`config.mk`:
```
export PLATFORM = sky130hd
export DESIGN_NAME = mem_stage_wb
export DESIGN_NICKNAME = d
export VERILOG_FILES = /design/src/rtl/mem_pkg.sv /design/src/rtl/mem_align.sv /design/src/rtl/mem_stage_wb.sv
export SDC_FILE = /design/constraint.sdc
export NUM_CORES = 1
export LEC_CHECK = 0
export CORE_MARGIN = 5
export CORE_UTILIZATION = 35
export CTS_CLUSTER_DIAMETER = 30
export DETAILED_ROUTE_END_ITERATION = 8
export GPL_TIMING_DRIVEN = 0
export HOLD_SLACK_MARGIN = 0.12
export PLACE_DENSITY = 0.67
export SLEW_MARGIN = 5
export SYNTH_ARGS = -nofsm -noshare
export SYNTH_HDL_FRONTEND = slang
export SYNTH_SLANG_ARGS = --single-unit
```
`constraint.sdc`:
```
create_clock -name clk -period 2.1 [get_ports clk]
set_input_delay 0.42 -clock clk [delete_from_list [all_inputs] [get_ports clk]]
set_output_delay 0.42 -clock clk [all_outputs]
set_load 0.005 [all_outputs]
```
`src/rtl/mem_pkg.sv`:
```
// mem_pkg
// Shared definitions for the MEM stage / MEM-WB register slice:
//   - mem_state_e   : D-cache handshake FSM states (IDLE, WAIT, HOLD)
//   - F3_*          : funct3 encodings for load/store size and sign
//   - WB_*          : bit positions inside the WB control bundle
//   - is_misaligned : alignment test used by the optional check
//                     (MEM_MISALIGN_CHECK_EN)
package mem_pkg;

  typedef enum logic [1:0] {
    IDLE = 2'd0,
    WAIT = 2'd1,
    HOLD = 2'd2
  } mem_state_e;

  localparam logic [2:0] F3_B  = 3'b000;
  localparam logic [2:0] F3_H  = 3'b001;
  localparam logic [2:0] F3_W  = 3'b010;
  localparam logic [2:0] F3_BU = 3'b100;
  localparam logic [2:0] F3_HU = 3'b101;

  localparam int WB_REG_WRITE  = 0;
  localparam int WB_MEM_TO_REG = 1;
  localparam int WB_PC_TO_REG  = 2;

  // Halfwords need an even offset, words need offset zero.
  function automatic logic is_misaligned(input logic [2:0] funct3,
                                         input logic [1:0] off);
    logic bad;
    bad = 1'b0;
    case (funct3)
      F3_H, F3_HU: bad = off[0];
      F3_W:        bad = (off != 2'b00);
      default:     bad = 1'b0;
    endcase
    return bad;
  endfunction

endpackage

```
`src/rtl/mem_align.sv`:
```
// mem_align
// Purely combinational byte-lane logic for the MEM stage.
// Store side: builds byte strobes and replicates store data onto every
// lane so the cache only needs the strobes to pick the right bytes.
// Load side: extracts a byte/half/word from the returned cache word and
// sign- or zero-extends it.
// Ports:
//   st_funct3, st_off, st_data -> st_wstrb, st_wdata
//   ld_funct3, ld_off, ld_rdata -> ld_data
module mem_align
  import mem_pkg::*;
#(
  parameter int DATA_W = 32,
  parameter int STRB_W = DATA_W / 8
) (
  input  logic [2:0]        st_funct3,
  input  logic [1:0]        st_off,
  input  logic [DATA_W-1:0] st_data,
  output logic [STRB_W-1:0] st_wstrb,
  output logic [DATA_W-1:0] st_wdata,
  input  logic [2:0]        ld_funct3,
  input  logic [1:0]        ld_off,
  input  logic [DATA_W-1:0] ld_rdata,
  output logic [DATA_W-1:0] ld_data
);

  logic [7:0]  ld_byte;
  logic [15:0] ld_half;

  // Store strobes/data. Halfword ignores off[0], word ignores off.
  always_comb begin
    st_wstrb = '1;
    st_wdata = st_data;
    case (st_funct3)
      F3_B: begin
        st_wstrb = STRB_W'(1) << st_off;
        st_wdata = {STRB_W{st_data[7:0]}};
      end
      F3_H: begin
        st_wstrb = st_off[1] ? STRB_W'(4'b1100) : STRB_W'(4'b0011);
        st_wdata = {(STRB_W/2){st_data[15:0]}};
      end
      default: begin
        st_wstrb = '1;
        st_wdata = st_data;
      end
    endcase
  end

  // Load lane selection and extension.
  always_comb begin
    ld_byte = ld_rdata[{ld_off, 3'b000} +: 8];
    ld_half = ld_off[1] ? ld_rdata[31:16] : ld_rdata[15:0];
    ld_data = ld_rdata;
    case (ld_funct3)
      F3_B:    ld_data = {{(DATA_W-8){ld_byte[7]}}, ld_byte};
      F3_BU:   ld_data = {{(DATA_W-8){1'b0}}, ld_byte};
      F3_H:    ld_data = {{(DATA_W-16){ld_half[15]}}, ld_half};
      F3_HU:   ld_data = {{(DATA_W-16){1'b0}}, ld_half};
      default: ld_data = ld_rdata;
    endcase
  end

endmodule

```
`src/rtl/mem_stage_wb.sv`:
```
// mem_stage_wb
// MEM-stage load/store unit fused with the MEM/WB pipeline register.
// Runs the D-cache request/response handshake, raises Dstall while a
// memory op is outstanding, aligns/extends load data and registers the
// write-back bundle.
// Ports:
//   clk, rst (async, active-low)
//   EXE/MEM inputs : PC_added_MEM, write_addr_MEM, alu_result_MEM,
//                    D_address, Read_data_2_MEM, funct3_MEM, Dcache_en,
//                    Dcache_write, WB_ctr_EXE_MEM
//   global holds   : Istall, wfi_stall
//   D-cache        : Dcache_rdata, Dcache_valid in; Dcache_req, Dcache_we,
//                    Dcache_addr, Dcache_wdata, Dcache_wstrb out
//   pipeline       : Dstall (combinational)
//   MEM/WB         : WB_data, write_addr_WB, reg_write_WB
// Optional: define MEM_MISALIGN_CHECK_EN to add misalign_err and suppress
// misaligned accesses instead of silently aligning them.
module mem_stage_wb
  import mem_pkg::*;
#(
  parameter int DATA_W = 32,
  parameter int STRB_W = DATA_W / 8
) (
  input  logic              clk,
  input  logic              rst,
  input  logic [DATA_W-1:0] PC_added_MEM,
  input  logic [4:0]        write_addr_MEM,
  input  logic [DATA_W-1:0] alu_result_MEM,
  input  logic [DATA_W-1:0] D_address,
  input  logic [DATA_W-1:0] Read_data_2_MEM,
  input  logic [2:0]        funct3_MEM,
  input  logic              Dcache_en,
  input  logic              Dcache_write,
  input  logic [2:0]        WB_ctr_EXE_MEM,
  input  logic              Istall,
  input  logic              wfi_stall,
  input  logic [DATA_W-1:0] Dcache_rdata,
  input  logic              Dcache_valid,
  output logic              Dcache_req,
  output logic              Dcache_we,
  output logic [DATA_W-1:0] Dcache_addr,
  output logic [DATA_W-1:0] Dcache_wdata,
  output logic [STRB_W-1:0] Dcache_wstrb,
  output logic              Dstall,
  output logic [DATA_W-1:0] WB_data,
  output logic [4:0]        write_addr_WB,
`ifdef MEM_MISALIGN_CHECK_EN
  output logic              misalign_err,
`endif
  output logic              reg_write_WB
);

  mem_state_e state_q, state_d;

  logic [DATA_W-1:0] addr_q, addr_d;
  logic [DATA_W-1:0] wdata_q, wdata_d;
  logic [STRB_W-1:0] wstrb_q, wstrb_d;
  logic              we_q, we_d;
  logic [2:0]        funct3_q, funct3_d;
  logic [1:0]        off_q, off_d;
  logic              req_q, req_d;
  logic [DATA_W-1:0] rdata_q, rdata_d;
  logic [DATA_W-1:0] wb_data_q, wb_data_d;
  logic [4:0]        wb_addr_q, wb_addr_d;
  logic              wb_we_q, wb_we_d;

  logic              hold_global;
  logic              misaligned;
  logic              access_start;
  logic              wb_update;
  logic [STRB_W-1:0] st_wstrb;
  logic [DATA_W-1:0] st_wdata;
  logic [DATA_W-1:0] ld_ext;
  logic [DATA_W-1:0] load_data;

  assign hold_global = Istall | wfi_stall;

`ifdef MEM_MISALIGN_CHECK_EN
  logic misalign_q, misalign_d;
  assign misaligned = Dcache_en & is_misaligned(funct3_MEM, D_address[1:0]);
  assign misalign_err = misalign_q;
`else
  assign misaligned = 1'b0;
`endif

  // A memory op only enters the handshake when it is not being suppressed.
  assign access_start = Dcache_en & ~misaligned;

  // Store side aligns the live EXE/MEM op; load side uses the latched
  // size/offset because the response arrives cycles later.
  mem_align #(
    .DATA_W(DATA_W),
    .STRB_W(STRB_W)
  ) u_align (
    .st_funct3 (funct3_MEM),
    .st_off    (D_address[1:0]),
    .st_data   (Read_data_2_MEM),
    .st_wstrb  (st_wstrb),
    .st_wdata  (st_wdata),
    .ld_funct3 (funct3_q),
    .ld_off    (off_q),
    .ld_rdata  (Dcache_rdata),
    .ld_data   (ld_ext)
  );

  // State register.
  always_ff @(posedge clk or negedge rst) begin
    if (!rst) begin
      state_q <= IDLE;
    end else begin
      state_q <= state_d;
    end
  end

  // Next-state and request-latch logic. The request pulses for exactly
  // one cycle: req_d only rises on the IDLE->WAIT transition.
  always_comb begin
    state_d  = state_q;
    addr_d   = addr_q;
    wdata_d  = wdata_q;
    wstrb_d  = wstrb_q;
    we_d     = we_q;
    funct3_d = funct3_q;
    off_d    = off_q;
    rdata_d  = rdata_q;
    req_d    = 1'b0;
    unique case (state_q)
      IDLE: begin
        if (access_start) begin
          addr_d   = {D_address[DATA_W-1:2], 2'b00};
          wdata_d  = st_wdata;
          wstrb_d  = st_wstrb;
          we_d     = Dcache_write;
          funct3_d = funct3_MEM;
          off_d    = D_address[1:0];
          req_d    = 1'b1;
          state_d  = WAIT;
        end
      end
      WAIT: begin
        if (Dcache_valid) begin
          if (hold_global) begin
            rdata_d = ld_ext;
            state_d = HOLD;
          end else begin
            state_d = IDLE;
          end
        end
      end
      HOLD: begin
        if (!hold_global) begin
          state_d = IDLE;
        end
      end
      default: state_d = IDLE;
    endcase
  end

  // Output logic: stall generation and MEM/WB next values.
  always_comb begin
    Dstall = 1'b0;
    unique case (state_q)
      IDLE:    Dstall = access_start;
      WAIT:    Dstall = ~Dcache_valid;
      HOLD:    Dstall = 1'b0;
      default: Dstall = 1'b0;
    endcase

    load_data = (state_q == HOLD) ? rdata_q : ld_ext;
    wb_update = ~(hold_global | Dstall);

    wb_data_d = wb_data_q;
    wb_addr_d = wb_addr_q;
    wb_we_d   = wb_we_q;
    if (wb_update) begin
      if (WB_ctr_EXE_MEM[WB_PC_TO_REG]) begin
        wb_data_d = PC_added_MEM;
      end else if (WB_ctr_EXE_MEM[WB_MEM_TO_REG]) begin
        wb_data_d = load_data;
      end else begin
        wb_data_d = alu_result_MEM;
      end
      wb_addr_d = write_addr_MEM;
      wb_we_d   = WB_ctr_EXE_MEM[WB_REG_WRITE] & ~misaligned;
    end
  end

`ifdef MEM_MISALIGN_CHECK_EN
  // Error flag travels with the rest of the MEM/WB bundle.
  always_comb begin
    misalign_d = misalign_q;
    if (wb_update) begin
      misalign_d = misaligned;
    end
  end

  always_ff @(posedge clk or negedge rst) begin
    if (!rst) begin
      misalign_q <= 1'b0;
    end else begin
      misalign_q <= misalign_d;
    end
  end
`endif

  // Datapath registers: request latch, held load data and MEM/WB bundle.
  always_ff @(posedge clk or negedge rst) begin
    if (!rst) begin
      addr_q    <= '0;
      wdata_q   <= '0;
      wstrb_q   <= '0;
      we_q      <= 1'b0;
      funct3_q  <= 3'b000;
      off_q     <= 2'b00;
      req_q     <= 1'b0;
      rdata_q   <= '0;
      wb_data_q <= '0;
      wb_addr_q <= '0;
      wb_we_q   <= 1'b0;
    end else begin
      addr_q    <= addr_d;
      wdata_q   <= wdata_d;
      wstrb_q   <= wstrb_d;
      we_q      <= we_d;
      funct3_q  <= funct3_d;
      off_q     <= off_d;
      req_q     <= req_d;
      rdata_q   <= rdata_d;
      wb_data_q <= wb_data_d;
      wb_addr_q <= wb_addr_d;
      wb_we_q   <= wb_we_d;
    end
  end

  assign Dcache_req    = req_q;
  assign Dcache_we     = we_q;
  assign Dcache_addr   = addr_q;
  assign Dcache_wdata  = wdata_q;
  assign Dcache_wstrb  = wstrb_q;
  assign WB_data       = wb_data_q;
  assign write_addr_WB = wb_addr_q;
  assign reg_write_WB  = wb_we_q;

endmodule

```
# --- After elaboration in Yosys (flattened, before gate mapping) ---
# Cells that the tools add are included.
word_totals:
  elab_cells: 48
  input_bits: 178
  output_inout_bits: 109
  register_bits: 145
classes:
  n_shift: 2
  n_reduce_logical: 6
  eq_ne: 9
  bitwise_logic: 3
  muxes: 16
op_table:
  columns: ["op", "n"]
  rows:
  - ["$pmux W32 S4", 1]
  - ["$mux W32", 3]
  - ["$pmux W32 S2", 1]
  - ["$shiftx A32 B6 Y8", 1]
  - ["$mux W16", 1]
  - ["$mux W2", 4]
  - ["$pmux W4 S2", 1]
  - ["$eq A3 B1 Y1 const B", 2]
  - ["$eq A3 B3 Y1 const B", 2]
  - ["$logic_not A3 Y1", 2]
  - ["$ne A2 B2 Y1 const B", 3]
  - ["$pmux W2 S3", 1]
  - ["$reduce_and A3 Y1", 2]
  - ["$mux W4", 1]
  - ["$shl A1 B2 Y4 const A", 1]
  - ["$eq A2 B1 Y1 const B", 1]
  - ["$eq A2 B2 Y1 const B", 1]
  - ["$logic_not A2 Y1", 1]
  - ["$mux W1", 2]
  - ["$or A1 B1 Y1", 2]
  - ["$pmux W1 S2", 1]
  - ["$reduce_and A2 Y1", 1]
  - ["$not A1 Y1", 1]

# --- Longest topological paths before layout ---
depth:
  depth_word: 5
  mapped_depth: 7
  ltp_nobuf: 6

# --- Cells and area by module ---
# A second synthesis with hierarchy kept.
unflattened:
  cells_unflattened: 715
  hier_area_um2: 7538.5
by_module_without_submodules:
  columns: ["mod", "instances", "cells_per_inst", "area_per_inst_um2", "seq_area_each_um2"]
  rows:
  - ["mem_stage_wb", 1, 538, 6316.1, 3628.5]
  - ["mem_align", 1, 177, 1222.4, 0.0]

# --- Least setup slack after synthesis ---
# Ideal clock, no wire load.
synth_path:
  kind: "register -> register"
  start: "register off_q[1]"
  end: "register wb_data_q[21], in the netlist WB_data[21]"
  required_ns: 1.976
  synth_period_minus_slack_ns: 1.910
  setup_ns: 0.124
  path_stages_with_launch: 7
  t_arrival_ns: 1.786
  path_buffers: 1
  path_slack_ns: 0.190
  path_cell_list: "dfrtp_1 mux4_2 nor3b_2 or3_4 buf_6 o21ai_2 a21oi_1"
synth_between:
  elab_chain_cells: 5
  elab_cells_between_ends: 6
  classes_between: "shift (1); mux (5)"
synth_rtl:
  columns: ["element", "line", "text"]
  rows:
  - ["start: declaration", "mem_stage_wb.sv:60", "logic [1:0] off_q, off_d;"]
  - ["start signal: assignment", "mem_stage_wb.sv:214", "off_q <= 2'b00;"]
  - ["start signal: assignment", "mem_stage_wb.sv:226", "off_q <= off_d;"]
  - ["$shiftx A32 B6 Y8 or $mux W16 (tied branches)", "mem_align.sv:52, mem_align.sv:53", null]
  - ["$pmux W32 S4 *", "mem_align.sv:55", "case (ld_funct3)"]
  - ["$mux W32 *", "mem_stage_wb.sv:169", "load_data = (state_q == HOLD) ? rdata_q : ld_ext;"]
  - ["$mux W32 *", "mem_stage_wb.sv:178", "end else if (WB_ctr_EXE_MEM[WB_MEM_TO_REG]) begin"]
  - ["$mux W32 *", "mem_stage_wb.sv:176", "if (WB_ctr_EXE_MEM[WB_PC_TO_REG]) begin"]
  - ["end signal: assignment", "mem_stage_wb.sv:229", "wb_data_q <= wb_data_d;"]
  - ["end: declaration", "mem_stage_wb.sv:63", "logic [DATA_W-1:0] wb_data_q, wb_data_d;"]
# Every way passes the cells marked *; elsewhere a longest branch is shown, timed or not.
# A chain may end at the register's enable or synchronous reset.

# --- Worst setup path in the final report ---
layout_path:
  start: "input Dcache_rdata[15]"
  end: "register wb_data_q[30], in the netlist WB_data[30]"
layout_between:
  elab_chain_cells: 5
  elab_cells_between_ends: 6
  classes_between: "shift (1); mux (5)"
layout_rtl:
  columns: ["element", "line", "text"]
  rows:
  - ["start: declaration", "mem_stage_wb.sv:37", "input logic [DATA_W-1:0] Dcache_rdata,"]
  - ["$shiftx A32 B6 Y8 or $mux W16 (tied branches)", "mem_align.sv:52, mem_align.sv:53", null]
  - ["$pmux W32 S4 *", "mem_align.sv:55", null]
  - ["$mux W32 *", "mem_stage_wb.sv:169", null]
  - ["$mux W32 *", "mem_stage_wb.sv:178", null]
  - ["$mux W32 *", "mem_stage_wb.sv:176", null]
# Marks and branches as above.

==> results.sh <==
export IMPL_netlist_top_cells_area="dfrtp_1 49%, nand2_1 12%, o21ai_0 5.7%"
export IMPL_place_hpwl_um=21900
export IMPL_ioPinCount=287
export IMPL_switchingPower_uw=5590
export IMPL_hold_violations=0
export IMPL_grt_overflow_total=0
export IMPL_die_y_um=156
export IMPL_stdcell_area_um2=11400
export IMPL_fin_crit_ps=2060
export IMPL_worst_setup_path_end_kind="flop"
export IMPL_max_stage_delay_ps=490
export IMPL_cts_buffer_depth=2
export IMPL_gp_congestion=0.890
export IMPL_drtIter0Drc=405
export IMPL_synth_main_ff_cell="dfrtp_1"
export IMPL_syn2layout_area_growth_pct=52.4
export IMPL_min_period_over_period=0.979
export IMPL_async_flop_share=1.00
export IMPL_synth_top_family_by_area="compound AO/OA/AOI/OAI gates"
export IMPL_cts_tree="yes"
export IMPL_fin_nets=1348
export IMPL_antenna_left=0
export IMPL_dp_cells=1423
export IMPL_syn_inst=863
export IMPL_cts_root_buffer="clkbuf_16"
export IMPL_synth_most_common_cell="nand2_1"
export IMPL_multi_input_area_um2=3540
export IMPL_tightest_slew_ps=868
export IMPL_worstRegToRegCells=6
export IMPL_holdWs_ps=472
export IMPL_min_delay_path_class="flop to flop"
export IMPL_cp_start_kind="primary input"
export IMPL_synthTopCellsByCount="239 x nand2_1, 145 x dfrtp_1, 85 x o21ai_0"
export IMPL_cts_htree_levels=4
export IMPL_setup_viol=0
export IMPL_synth_edff_count=0
export IMPL_regArea_um2=3630
export IMPL_avgViaCountPerCell=5.24
export IMPL_path_cells="clkdlybuf4s50_1 > mux4_2 > nor3b_4 > or3_4 > buf_12 > o21ai_2 > a21oi_1"
export IMPL_gr_usage_met2=0.386
export IMPL_clk_pin_slew_ps=70
export IMPL_initial_core_util=0.355
export IMPL_holdPathStages=2
export IMPL_r2r_start="funct3_q[0]"
export IMPL_setup_ws_ps=44.1
export IMPL_yosys_area_top_type_share=0.486
export IMPL_irDropWorstVdd_mv=0.621
export IMPL_p_sw_frac=0.374
export IMPL_status="completed"
export IMPL_fill_cells=1974
export IMPL_p_leak_uw=0.00492
export IMPL_place_ws_ps=-693
export IMPL_rrSetupSlack_ps=60
export IMPL_crit_arrival_ps=2360
export IMPL_clock_sinks=145
export IMPL_slowest_stage="mux4_2"
export IMPL_row_count=53
export IMPL_grt_util_met1=0.279
export IMPL_ys_seq_area_frac=0.486
export IMPL_layout_drive_gt1_share=0.0744
export IMPL_p_total_uw=14900
export IMPL_synth_simple_area_share=0.190
export IMPL_place_area_um2=10700
export IMPL_required_ps=2410
export IMPL_hp_start="Dcache_addr[30]"
export IMPL_crit_fanout=10
export IMPL_grt_pass1_wl_um=44100
export IMPL_path_class="primary input to flop"
export IMPL_synth_fa_ha_area_frac=0
export IMPL_drc=0
export IMPL_synth_warning_count=0
export IMPL_muxShareOfSynthArea=0.0459
export IMPL_final_cell_count_no_fill=1458
export IMPL_first_global_vias=7829
export IMPL_rsz0062_at_grt="false"
export IMPL_internal_power_uw=9350
export IMPL_synth_cell_type_count=48
export IMPL_netlist_area_um2=7470
export IMPL_firstDrtPassIters=5
export IMPL_synth_xor_area_frac=0
export IMPL_synth_area_leader_cell="dfrtp_1"
export IMPL_design_core_area_um2=21000
export IMPL_grt_usage=0.232
export IMPL_clock_skew_ps=13.2
export IMPL_numCtsBuffers=17
export IMPL_holdPathEnd="Dcache_addr[30]"
export IMPL_wire_per_inst_um=19.6
export IMPL_p_comb_frac=0.474
export IMPL_antenna_cells=0
export IMPL_grt_max_degree=101
export IMPL_power_frac_seq=0.325
export IMPL_globalRoute_busiestLayer="met2"
export IMPL_synth_compound_area_frac=0.227
export IMPL_fmax_mhz=486
export IMPL_drt_wl_total_um=28500
export IMPL_maxCapViolations=0
export IMPL_maxSlewHeadroom=0.418
export IMPL_power_frac_clock=0.200
export IMPL_vias=7633
export IMPL_die_w_um=156
export IMPL_clk_latency_ps=430
export IMPL_grtUsageMet3=0.0960
export IMPL_antenna_found_initial=2
export IMPL_fp_dieArea_um2=24400
export IMPL_synth_avg_cell_area_um2=8.66
export IMPL_port_buffers=283
export IMPL_r2r_end="WB_data[15]"
export IMPL_slew_viol_final=0
export IMPL_p_per_area_nw_per_um2=1310
export IMPL_synth_seq_cells=145
[stage by stage]
stage / util / setup TNS [ps]
finish: 0.542 / 0
floorplan: - / 0
CTS: 0.538 / -3.80
detailed placement: 0.508 / -59630
global route: 0.542 / 0
global placement: 0.507 / -873870
[kinds of logic after synthesis]
logic type	after synthesis
AOI/OAI and AO/OA	265
buffers and inverters	95
DFF	145
muxes	33
other	1
and+or+nand+nor	324
[final cells by class]
| class | instances | area share |
|---|---|---|
| clock buffer | 18 | 0.0386 |
| buffer | 70 | 0.0277 |
| timing repair buffer | 288 | 0.254 |
| tap | 275 | 0.0302 |
| sequential | 145 | 0.319 |
| multi-input combinational | 624 | 0.311 |
| clock inverter | 14 | 0.0116 |
| inverter | 24 | 0.00791 |
[timing repair]
action                                  4_1_cts  5_1_grt
pin swaps                                     1        1
buffers inserted                              3        0
endpoints found under the setup margin       85       79
hold endpoints to repair                     45        0
hold buffers                                  1        0
resized for setup                            15       40
[worst max-delay path by stage]
stage | end | slack, ps | start
after floorplan | WB_data[21] | 190 | off_q[1]
after global placement | Dcache_wdata[21] | -5640 | rst
after detailed placement | WB_data[24] | -690 | Dcache_valid
after CTS | WB_data[26] | -4 | Dcache_rdata[23]
after global routing | WB_data[15] | 4 | funct3_q[0]
final | WB_data[30] | 40 | Dcache_rdata[15]
[cell usage in the layout, fill, tap and decap left out, types with 3 or more instances in the layout]
| master | instances |
|---|---|
| clkdlybuf4s50_1 | 278 |
| nand2_1 | 239 |
| dfrtp_1 | 145 |
| o21ai_0 | 83 |
| a21oi_1 | 46 |
| clkbuf_1 | 38 |
| mux2i_1 | 32 |
| nor2_1 | 24 |
| o211ai_1 | 23 |
| inv_1 | 22 |
| a22o_1 | 21 |
| a211oi_1 | 20 |
| clkbuf_2 | 19 |
| a31oi_1 | 19 |
| clkbuf_16 | 17 |
| nand4b_1 | 16 |
| nand2b_1 | 9 |
| o21ai_2 | 8 |
| o22a_1 | 7 |
| o31ai_1 | 7 |
| buf_1 | 6 |
| nand3b_1 | 6 |
| a211o_1 | 6 |
| and3_1 | 6 |
| o22ai_1 | 6 |
| buf_4 | 5 |
| clkinv_4 | 5 |
| buf_2 | 4 |
| nor3_1 | 4 |
| nor2b_1 | 4 |
| nand3_1 | 4 |
| o21ai_4 | 3 |
| clkinv_2 | 3 |
| dlygate4sd2_1 | 3 |
[state kept, by name, summed over array words and instances (netlist names), 2 cells and up]
name / cells
Dcache_wdata: 32
WB_data: 32
rdata_q: 32
Dcache_addr: 30
write_addr_WB: 5
Dcache_wstrb: 4
funct3_q: 3
off_q: 2
state_q: 2
[layer usage]
layer / wire length (um) / part of all wire
met1: 11400 / 0.40
met2: 13600 / 0.48
met3: 2950 / 0.10
met4: 560 / 0.020
met5: 27 / 0.00095
[power groups by stage]
stage	Clock [uW]	Sequential, uW	Combinational (uW)
finish	3000	4860	7090
global route	3190	5040	7810
CTS	3050	4850	7030
detailed placement	0	4890	6900
global placement	0	4860	6830
floorplan	0	4880	3180
[critical path: cells and delay by family]
family	cells	cell delay (ps)
AND/OR/NAND/NOR	2	570
multiplexers	1	490
AO/OA/AOI/OAI	2	250
buffers and inverters	2	620
Power figures use the tool's default switching activity.
